==> config.mk <==
export PLATFORM = sky130hd
export DESIGN_NAME = id_scoreboard_flat
export DESIGN_NICKNAME = d
export VERILOG_FILES = /design/src/rtl/sb_pkg.sv /design/src/rtl/id_scoreboard_if.sv /design/src/rtl/sb_src_lookup.sv /design/src/rtl/id_scoreboard.sv /design/src/flat_wrapper.sv
export SDC_FILE = /design/constraint.sdc
export NUM_CORES = 1
export LEC_CHECK = 0
export BUFFER_PORTS_ARGS = -buffer_cell sky130_fd_sc_hd__buf_2
export CORE_MARGIN = 2
export CORE_UTILIZATION = 35
export CTS_BUF_LIST = sky130_fd_sc_hd__clkbuf_2
export CTS_CLUSTER_SIZE = 16
export DETAILED_ROUTE_END_ITERATION = 8
export PLACE_DENSITY = 0.56
export RECOVER_POWER = 50
export SETUP_SLACK_MARGIN = 0.5
export SYNTH_ARGS = -nofsm -noshare
export SYNTH_HDL_FRONTEND = slang
export SYNTH_SLANG_ARGS = --single-unit
==> constraint.sdc <==
create_clock -name clk -period 6.47 [get_ports clk]
set_input_delay 1.294 -clock clk [delete_from_list [all_inputs] [get_ports clk]]
set_output_delay 1.294 -clock clk [all_outputs]
set_load 0.02 [all_outputs]
==> src/rtl/sb_pkg.sv <==
// Shared types and constants for the ID-stage register-hazard scoreboard.
// Entries carry their forwardable-from stage so lookups need no per-stage decode.
package sb_pkg;

    localparam int unsigned SB_MAX_STAGES = 8;
    localparam int unsigned SB_READY_W    = $clog2(SB_MAX_STAGES + 1);

    localparam int unsigned SB_EXE  = 0;
    localparam int unsigned SB_MEM  = 1;
    localparam int unsigned SB_MEM2 = 2;
    localparam int unsigned SB_WB   = 3;

    localparam int unsigned SB_READY_ALU  = 0;
    localparam int unsigned SB_READY_LOAD = 2;

    typedef struct packed {
        logic                  valid;
        logic [4:0]            dst;
        logic [SB_READY_W-1:0] ready;
    } sb_entry_t;

    function automatic logic sb_match(input sb_entry_t entry, input logic [4:0] reg_idx);
        return entry.valid && (entry.dst == reg_idx);
    endfunction

endpackage

==> src/rtl/id_scoreboard_if.sv <==
// Decoder/back-end facing signals of the ID scoreboard.
// master = ID stage driving lookups and inserts, slave = the scoreboard itself.
interface id_scoreboard_if #(
    parameter int unsigned NUM_SRC    = 2,
    parameter int unsigned NUM_STAGES = 4,
    parameter int unsigned SELW       = $clog2(NUM_STAGES + 1)
);
    logic                           id_valid;
    logic [NUM_SRC-1:0][4:0]        id_src;
    logic [NUM_SRC-1:0]             id_src_rd;
    logic [4:0]                     id_dst;
    logic                           id_wr;
    logic [SELW-1:0]                id_ready;
    logic                           pipe_adv;
    logic [NUM_STAGES-1:0]          flush_mask;
    logic [NUM_SRC-1:0][SELW-1:0]   fwd_sel;
    logic                           id_stall;
    logic [31:0]                    reg_busy;

    modport master (
        output id_valid, id_src, id_src_rd, id_dst, id_wr, id_ready, pipe_adv, flush_mask,
        input  fwd_sel, id_stall, reg_busy
    );

    modport slave (
        input  id_valid, id_src, id_src_rd, id_dst, id_wr, id_ready, pipe_adv, flush_mask,
        output fwd_sel, id_stall, reg_busy
    );

endinterface

==> src/rtl/sb_src_lookup.sv <==
// Priority match of one ID source register against the in-flight writer entries.
// The lowest-indexed matching entry is the youngest writer and decides sel/stall.
module sb_src_lookup
    import sb_pkg::*;
#(
    parameter int unsigned NUM_STAGES = 4,
    parameter int unsigned SELW       = $clog2(NUM_STAGES + 1)
) (
    input  sb_entry_t [NUM_STAGES-1:0] entries,
    input  logic [4:0]                 src,
    input  logic                       src_rd,
    output logic [SELW-1:0]            sel,
    output logic                       stall
);

    always_comb begin
        sel   = '0;
        stall = 1'b0;
        if (src_rd && (src != 5'd0)) begin
            // Walk oldest to youngest so the youngest match overwrites the result.
            for (int k = NUM_STAGES - 1; k >= 0; k--) begin
                if (sb_match(entries[k], src)) begin
                    if (k >= int'(entries[k].ready)) begin
                        sel   = SELW'(k + 1);
                        stall = 1'b0;
                    end else begin
                        sel   = '0;
                        stall = 1'b1;
                    end
                end
            end
        end
    end

endmodule

==> src/rtl/id_scoreboard.sv <==
// ID-stage register-hazard scoreboard: shadow pipeline of in-flight writers,
// per-register in-flight counters and per-port forward-select / stall lookup.
module id_scoreboard
    import sb_pkg::*;
#(
    parameter int unsigned NUM_SRC    = 2,
    parameter int unsigned NUM_STAGES = 4,
    parameter int unsigned SELW       = $clog2(NUM_STAGES + 1)
) (
    input logic             clk,
    input logic             resetn,
    id_scoreboard_if.slave  sb
);

    localparam int unsigned CNTW = $clog2(NUM_STAGES + 1);

    sb_entry_t [NUM_STAGES-1:0]   entries_q;
    sb_entry_t [NUM_STAGES-1:0]   entries_d;
    sb_entry_t [NUM_STAGES-1:0]   shifted;
    sb_entry_t                    ins;
    logic                         retire_valid;
    logic [4:0]                   retire_dst;

    logic [CNTW-1:0]              cnt_q [32];
    logic [CNTW-1:0]              cnt_d [32];
    int                           cnt_calc [32];

    logic [NUM_SRC-1:0][SELW-1:0] port_sel;
    logic [NUM_SRC-1:0]           port_stall;

    for (genvar s = 0; s < NUM_SRC; s++) begin : g_lookup
        sb_src_lookup #(
            .NUM_STAGES (NUM_STAGES),
            .SELW       (SELW)
        ) u_lookup (
            .entries (entries_q),
            .src     (sb.id_src[s]),
            .src_rd  (sb.id_src_rd[s]),
            .sel     (port_sel[s]),
            .stall   (port_stall[s])
        );
    end

    assign sb.id_stall = resetn & sb.id_valid & (|port_stall);
    assign sb.fwd_sel  = resetn ? port_sel : '0;

    always_comb begin
        sb.reg_busy = '0;
        for (int r = 1; r < 32; r++) begin
            sb.reg_busy[r] = resetn && (cnt_q[r] != '0);
        end
    end

    // The only lookup-to-state path is the stall gate on the inserted entry.
    always_comb begin
        ins.valid = sb.id_valid & sb.id_wr & ~sb.id_stall & (sb.id_dst != 5'd0);
        ins.dst   = sb.id_dst;
        ins.ready = SB_READY_W'(sb.id_ready);
    end

    always_comb begin
        shifted      = entries_q;
        retire_valid = 1'b0;
        retire_dst   = entries_q[NUM_STAGES-1].dst;
        if (sb.pipe_adv) begin
            shifted[0] = ins;
            for (int i = 1; i < NUM_STAGES; i++) begin
                shifted[i] = entries_q[i-1];
            end
            retire_valid = entries_q[NUM_STAGES-1].valid;
        end

        entries_d = shifted;
        for (int i = 0; i < NUM_STAGES; i++) begin
            if (sb.flush_mask[i]) begin
                entries_d[i].valid = 1'b0;
            end
        end

        // A flushed same-cycle insert nets to zero: counted in, then flushed out.
        for (int r = 0; r < 32; r++) begin
            cnt_calc[r] = int'(cnt_q[r]);
            if (sb.pipe_adv && sb_match(ins, 5'(r))) begin
                cnt_calc[r] = cnt_calc[r] + 1;
            end
            if (retire_valid && (retire_dst == 5'(r))) begin
                cnt_calc[r] = cnt_calc[r] - 1;
            end
            for (int i = 0; i < NUM_STAGES; i++) begin
                if (sb.flush_mask[i] && sb_match(shifted[i], 5'(r))) begin
                    cnt_calc[r] = cnt_calc[r] - 1;
                end
            end
            cnt_d[r] = CNTW'(cnt_calc[r]);
        end
    end

    always_ff @(posedge clk) begin
        if (!resetn) begin
            entries_q <= '0;
            for (int r = 0; r < 32; r++) begin
                cnt_q[r] <= '0;
            end
        end else begin
            entries_q <= entries_d;
            cnt_q     <= cnt_d;
        end
    end

    always_ff @(posedge clk) begin
        if (resetn) begin
            for (int r = 0; r < 32; r++) begin
                assert (cnt_calc[r] >= 0 && cnt_calc[r] <= int'(NUM_STAGES))
                else $error("id_scoreboard: in-flight counter r%0d out of range (%0d)",
                            r, cnt_calc[r]);
            end
        end
    end

endmodule

==> src/flat_wrapper.sv <==
// flat-port wrapper written by rule: the top's interface ports become plain ports
module id_scoreboard_flat import sb_pkg::*;
#(
    parameter int unsigned NUM_SRC    = 2,
    parameter int unsigned NUM_STAGES = 4,
    parameter int unsigned SELW       = $clog2(NUM_STAGES + 1)
)
  (clk, resetn, sb_id_valid, sb_id_src, sb_id_src_rd, sb_id_dst, sb_id_wr, sb_id_ready, sb_pipe_adv, sb_flush_mask, sb_fwd_sel, sb_id_stall, sb_reg_busy);
  id_scoreboard_if #(.NUM_SRC(NUM_SRC), .NUM_STAGES(NUM_STAGES), .SELW(SELW)) sb_i ();
  input logic clk;
  input logic resetn;
  input wire logic [$bits(sb_i.id_valid)-1:0] sb_id_valid;
  input wire logic [$bits(sb_i.id_src)-1:0] sb_id_src;
  input wire logic [$bits(sb_i.id_src_rd)-1:0] sb_id_src_rd;
  input wire logic [$bits(sb_i.id_dst)-1:0] sb_id_dst;
  input wire logic [$bits(sb_i.id_wr)-1:0] sb_id_wr;
  input wire logic [$bits(sb_i.id_ready)-1:0] sb_id_ready;
  input wire logic [$bits(sb_i.pipe_adv)-1:0] sb_pipe_adv;
  input wire logic [$bits(sb_i.flush_mask)-1:0] sb_flush_mask;
  output wire logic [$bits(sb_i.fwd_sel)-1:0] sb_fwd_sel;
  output wire logic [$bits(sb_i.id_stall)-1:0] sb_id_stall;
  output wire logic [$bits(sb_i.reg_busy)-1:0] sb_reg_busy;
  assign sb_i.id_valid = sb_id_valid;
  assign sb_i.id_src = sb_id_src;
  assign sb_i.id_src_rd = sb_id_src_rd;
  assign sb_i.id_dst = sb_id_dst;
  assign sb_i.id_wr = sb_id_wr;
  assign sb_i.id_ready = sb_id_ready;
  assign sb_i.pipe_adv = sb_pipe_adv;
  assign sb_i.flush_mask = sb_flush_mask;
  assign sb_fwd_sel = sb_i.fwd_sel;
  assign sb_id_stall = sb_i.id_stall;
  assign sb_reg_busy = sb_i.reg_busy;
  id_scoreboard #(.NUM_SRC(NUM_SRC), .NUM_STAGES(NUM_STAGES), .SELW(SELW)) u_core (.clk(clk), .resetn(resetn), .sb(sb_i));
endmodule
==> results.json, run 1 <==
{
  "path_class": "input pin to flop",
  "final_area_sq_um": 24200,
  "core-area_sq_um": 52900,
  "syn_area_sq_um": 18800,
  "num_io_pins": 68,
  "finalCritPeriodShare_pct": 97.1,
  "die_x_microns": 236,
  "worstSetupEndpointType": "flop",
  "synth_top_area_share_pct": 14.6,
  "drive_above_1_share_pct": 26.2,
  "io_buffer_count": 66,
  "yosys_warnings": 0,
  "area_growth_pct": 28.6,
  "async_flop_share_pct": 0,
  "synth-seq-area-share_pct": 13.5,
  "use_met2_pct": 40.8,
  "drv_cap": 1,
  "sw_frac_of_total_pct": 34.2,
  "die_area_sq_um": 55600,
  "violations": "max-capacitance violations, max-slew violations",
  "synth_largest_area_cell": "xnor2_1",
  "crit_family": "buffers and inverters",
  "track_usage_pct": 25.0,
  "drt_pass1_iterations": 6,
  "drc": 0,
  "grt-busiest-layer": "met2",
  "critical_path_depth": 17,
  "cts_sinks": 127,
  "leakage_nw": 9.26,
  "placed_cell_area_sq_um": 23000,
  "cts_buffers": 17,
  "ys_dominant_reg_cell": "dfxtp_1",
  "cp.required_ps": 7360,
  "fin_tns_setup_ps": 0,
  "grt_max_degree": 59,
  "num_rows": 84,
  "num_vias": 19100,
  "grt_pass1_wl_mm": 107,
  "synth_edf_count": 0,
  "path_cells": "buf_4, buf_4, clkbuf_1, buf_4, nor3b_1, o21ai_0, nor2_1, nand2_1, xor2_1, xnor2_1, ha_1, nand2_1, xnor2_1, xnor2_1, xnor2_1, xnor2_1, nor2_1",
  "vdd_drop_max_uv": 110,
  "grt-ovfl-total": 0,
  "place_ws_ps": -464,
  "setup_viol": 0,
  "cts_root_buffer": "clkbuf_2",
  "drtAntennaViolNets": 0,
  "htreeDepth": 4,
  "clk_path_buf_depth": 2,
  "run_status": "finished, violations left",
  "dp.cells": 3489,
  "sequentialPowerShare_pct": 47.4,
  "max_slew_margin_pct": -32.2,
  "synth_cells": 2472,
  "drt_iter0_drc": 1623,
  "power_switching_mw": 0.579,
  "num-fill-cells": 5229,
  "r2r_cells": 28,
  "start_util_pct": 35.6,
  "avgSynthCellArea_sq_um": 7.61,
  "grt_util_met3_pct": 4.68,
  "arrival_ps": 7170,
  "worstHoldPathCells": 2,
  "fmax_mhz": 159,
  "grtUsageMet1_pct": 31.9,
  "wirelength_mm": 71.6,
  "antenna_found_initial": 5,
  "fin_cells": 3561,
  "hp-class": "input pin to flop",
  "die_h_microns": 236,
  "p_per_area_nw_per_um2": 70.1,
  "internal-power_mw": 1.12,
  "layout_setup_ws_ps": 191,
  "power_mw": 1.70,
  "cp_num_buf_inv": 4,
  "worstSkewPairLatency_ps": 1030,
  "cts_tree": "yes",
  "slew_violations": 8,
  "clkPwrFrac_pct": 34.7,
  "synth_seq_cells": 127,
  "finalNetCount": 3104,
  "min_period_ps": 6280,
  "rsz0062_at_grt": "yes",
  "holdWs_ps": 442,
  "first_global_vias": 18600,
  "start_kind": "input pin",
  "worst_path_max_delay_cell": "o21ai_0",
  "path_clk_slew_ps": 240,
  "fin_util_pct": 45.8,
  "dp_hpwl_mm": 55.0,
  "slowest_delay_ps": 1490,
  "crit_fanout": 34,
  "synth_cell_types": 83,
  "combPwrFrac_pct": 17.9,
  "synth.area.top_cells": "xnor2_1 (15%), ha_1 (14%), dfxtp_1 (14%), nand2_1 (7.3%), nor2_1 (5.8%)",
  "routabilityCongestion": 0.983,
  "avgRoutedWirePerCell_microns": 20.1,
  "hold_viol": 0,
  "skew_ps": 53.9,
  "cpMostUsedCell": "xnor2_1",
  "avgViaCountPerCell": 5.36,
  "synth_nets": 2718,
  "worst_pin_slew_ps": 1960
}
cells by family after synthesis:
family	after synthesis	share of synthesized area (%)
other cells	1	0.0199
compound gates	321	11.9
xor+xnor	463	25.6
buf+inv	283	6.16
fa+ha+maj	217	14.4
flops	127	13.5
simple gates	1002	25.2
mux	58	3.21
cell usage in the layout, fill, tap and decap left out, types with 22 or more instances in the layout:
| cell type | n |
|---|---|
| ha_1 | 187 |
| xnor3_1 | 37 |
| nand3_1 | 69 |
| nor3_2 | 22 |
| and2_1 | 37 |
| xor2_1 | 88 |
| nand2b_1 | 23 |
| dfxtp_1 | 115 |
| clkbuf_1 | 24 |
| xnor2_2 | 41 |
| nor3_1 | 31 |
| xnor2_1 | 291 |
| inv_1 | 174 |
| nand2_1 | 355 |
| a21oi_1 | 86 |
| buf_4 | 385 |
| buf_2 | 46 |
| nor2_1 | 282 |
| nand4_1 | 22 |
| mux2i_1 | 35 |
layout make-up:
cell class	instances	area (sq um)	area share (%)
multi-input cells	2063	16400	67.6
repair buffers	472	3500	14.5
flip-flops and latches	127	2570	10.6
well taps	688	861	3.56
inverters	177	667	2.76
clock inverters	10	120	0.496
clock buffers	21	105	0.434
diodes	3	7.51	0.0310
cells in the mapped netlist, types with 8 or more instances:
cell and n:
nor3_4 8, nand3_1 73, mux2_2 18, o22ai_1 15, or3_1 16, a211oi_1 23
buf_2 14, nor2b_1 9, or2_2 12, nand4_1 22, xnor3_1 37, inv_1 176
o21a_1 13, a21oi_1 87, and2_1 44, a31oi_1 29, mux2i_1 40, nor3_2 12
nand2b_1 23, o21ai_0 20, clkbuf_1 73, dfxtp_1 127, xor2_1 86, o311a_1 16
nand2_1 364, nor3_1 44, nor4_1 13, ha_1 217, o31ai_1 32, xnor2_1 314
o22a_1 8, o31a_1 11, xnor2_2 17, and3_1 21, nor2_1 291, nand3b_1 12
a21o_1 10
worst paths after layout:
kind / start / endpoint / slack (ps)
min: sb_flush_mask[3] / u_core.entries_q[39]$_SDFF_PP0_ / 440
max: sb_pipe_adv / u_core.cnt_q[62]$_SDFF_PN0_ / 190
min reg2reg: u_core.entries_q[21]$_SDFFE_PN0P_ / u_core.entries_q[21]$_SDFFE_PN0P_ / 520
max reg2reg: u_core.entries_q[6]$_SDFF_PN0_ / u_core.cnt_q[29]$_SDFF_PN0_ / 490
routing by layer:
layer	routed length (microns)	share of wire, %
met5	20	0.028
met4	3600	5.0
met3	5380	7.5
met2	32300	45
met1	30300	42
registers in the layout, indices dropped and copies added (netlist names):
| signal | cells |
|---|---|
| u_core.entries_q | 29 |
| u_core.retire_dst | 5 |
| u_core.cnt_q | 93 |
power by group through the flow:
stage	registers, mW	logic (mW)	clock network [mW]
global placement	0.821	0.281	0
CTS	0.807	0.287	0.615
floorplan	0.812	0.173	0
detailed placement	0.821	0.286	0
global route	0.806	0.321	0.636
finish	0.805	0.303	0.588
repair_timing:
item                       4_1_cts  5_1_grt
setup endpoints to repair       19       30
pin swaps                        1       82
buffers inserted                 1       35
gates cloned                     0        2
resized for setup                5      140
hold buffers                     0        0
(Power assumes the default switching activity.)
==> inputs of run 2 (changes only) <==
- CELL_PAD_IN_SITES_DETAIL_PLACEMENT: not set -> 0
- CELL_PAD_IN_SITES_GLOBAL_PLACEMENT: not set -> 1
- PLACE_DENSITY: 0.56 -> 0.62
- clock period: 6.47 -> 5.3 ns (I/O delays scaled with it)
==> results.json, run 2 (same netlist as run 1, synthesis figures left out) <==
{
  "clkPwrFrac_pct": 28.8,
  "first_global_vias": 20100,
  "run_status": "finished, violations left",
  "hp-class": "input pin to flop",
  "max_slew_margin_pct": 34.7,
  "finalNetCount": 3491,
  "start_util_pct": 35.6,
  "io_buffer_count": 66,
  "drive_above_1_share_pct": 43.0,
  "fin_util_pct": 55.7,
  "clk_path_buf_depth": 2,
  "regToRegStartpoint": "u_core.entries_q[24]$_SDFF_PN0_",
  "final_cell_mix": "buf_4 (711), nand2_1 (294), nor2_1 (273), xnor2_1 (271), inv_1 (156)",
  "num_io_pins": 68,
  "num_vias": 20600,
  "area_growth_pct": 56.4,
  "grt_max_degree": 49,
  "num_rows": 84,
  "grt_pass1_wl_mm": 118,
  "setup_viol": 44,
  "crit_fanout": 3,
  "leakage_nw": 11.7,
  "path_class": "flop to flop",
  "htreeDepth": 4,
  "holdWs_ps": 223,
  "violations": "negative setup slack",
  "drt_iter0_drc": 1383,
  "core-area_sq_um": 52900,
  "dp_hpwl_mm": 59.1,
  "cts_sinks": 127,
  "arrival_ps": 6680,
  "largest_reg_flops": 93,
  "worst_pin_slew_ps": 980,
  "worstSetupEndpointType": "flop",
  "cp.required_ps": 6170,
  "finalCritPeriodShare_pct": 110,
  "wirelength_mm": 80.7,
  "worst_path_max_delay_cell": "or4_4",
  "routabilityCongestion": 0.928,
  "fmax_mhz": 172,
  "internal-power_mw": 1.28,
  "die_area_sq_um": 55600,
  "drt_pass1_iterations": 5,
  "grt-ovfl-total": 0,
  "cts_hold_buf": 0,
  "drv_cap": 0,
  "fin_tns_setup_ps": -12080,
  "worstHoldStart": "sb_flush_mask[3]",
  "start_kind": "flop",
  "skew_ps": 76.5,
  "slowest_delay_ps": 540,
  "cts_buffers": 17,
  "hold_viol": 0,
  "sw_frac_of_total_pct": 37.0,
  "vdd_drop_max_uv": 146,
  "power_switching_mw": 0.751,
  "dp.cells": 3705,
  "cts_tree": "yes",
  "p_per_area_nw_per_um2": 69.1,
  "combPwrFrac_pct": 23.1,
  "fin_cells": 3949,
  "sequentialPowerShare_pct": 48.1,
  "cp-startpoint": "u_core.entries_q[24]$_SDFF_PN0_",
  "drtAntennaViolNets": 0,
  "cts_root_buffer": "clkbuf_2",
  "worstSkewPairLatency_ps": 1060,
  "min_period_ps": 5810,
  "drc": 0,
  "track_usage_pct": 28.0,
  "slew_violations": 0,
  "layout_setup_ws_ps": -515,
  "die_h_microns": 236,
  "rsz0062_at_grt": "yes",
  "antenna_found_initial": 2,
  "registers.top_by_ff_count": "u_core.cnt_q",
  "path_clk_slew_ps": 220,
  "avgRoutedWirePerCell_microns": 20.4,
  "final_common_cell": "buf_4",
  "die_x_microns": 236,
  "avgViaCountPerCell": 5.22
}
## run 2: final timing paths
path                                                           to  slack, ps  cells past startpoint
worst max-delay path                  u_core.cnt_q[38]$_SDFF_PN0_       -510                     27
worst min-delay path              u_core.entries_q[39]$_SDFF_PP0_        220                      2
worst max register to register        u_core.cnt_q[38]$_SDFF_PN0_       -510                     27
worst min register to register  u_core.entries_q[21]$_SDFFE_PN0P_        540                      2
## run 2: power by group through the flow
stage          sequential [mW]  combinational [mW]  clock [mW]
3_3_place_gp             0.997               0.414           0
5_1_grt                  0.980               0.498       0.644
3_5_place_dp             0.997               0.418           0
2_1_floorplan            0.992               0.212           0
6_report                 0.978               0.469       0.586
4_1_cts                  0.979               0.440       0.612
## run 2: critical path: cells and delay by family, from the launching register on
kind	cells	cell delay (ps)
simple gates	9	1910
fa+ha+maj	5	1200
mux	3	750
xor+xnor	4	640
compound gates	3	510
flops	1	380
buf+inv	3	230
## run 2: area by class of cell
type	count	area, sq um
well taps	688	861
diodes	6	15.0
flip-flops and latches	127	2570
multi-input cells	2063	18200
clock buffers	20	100
repair buffers	859	6950
fillers	4856	23400
clock inverters	9	48.8
inverters	177	667
## run 2: what timing repair did
action,4_1_cts,5_1_grt
setup endpoints to repair,63,62
pin swaps,172,241
setup buffers,129,75
cloned,4,1
gates resized for setup,221,318
endpoints found under the hold margin,0,0
## run 2: through the flow
| step | area, sq um | power (mW) | setup slack [ps] |
|---|---|---|---|
| global placement | 24700 | 1.41 | -1280 |
| detailed placement | 24700 | 1.41 | -1420 |
| CTS | 27100 | 2.03 | -500 |
| global route | 29400 | 2.12 | -804 |
| floorplan | 19600 | 1.20 | -1150 |
| finish | 29400 | 2.03 | -515 |
## run 2: routing by layer
layer	track usage (%)	up-vias	wire length, microns
li1	-	9917	-
met1	36.0	10000	34800
met2	46.6	525	38000
met3	4.00	167	4170
met4	12.2	0	3670
met5	0	-	0
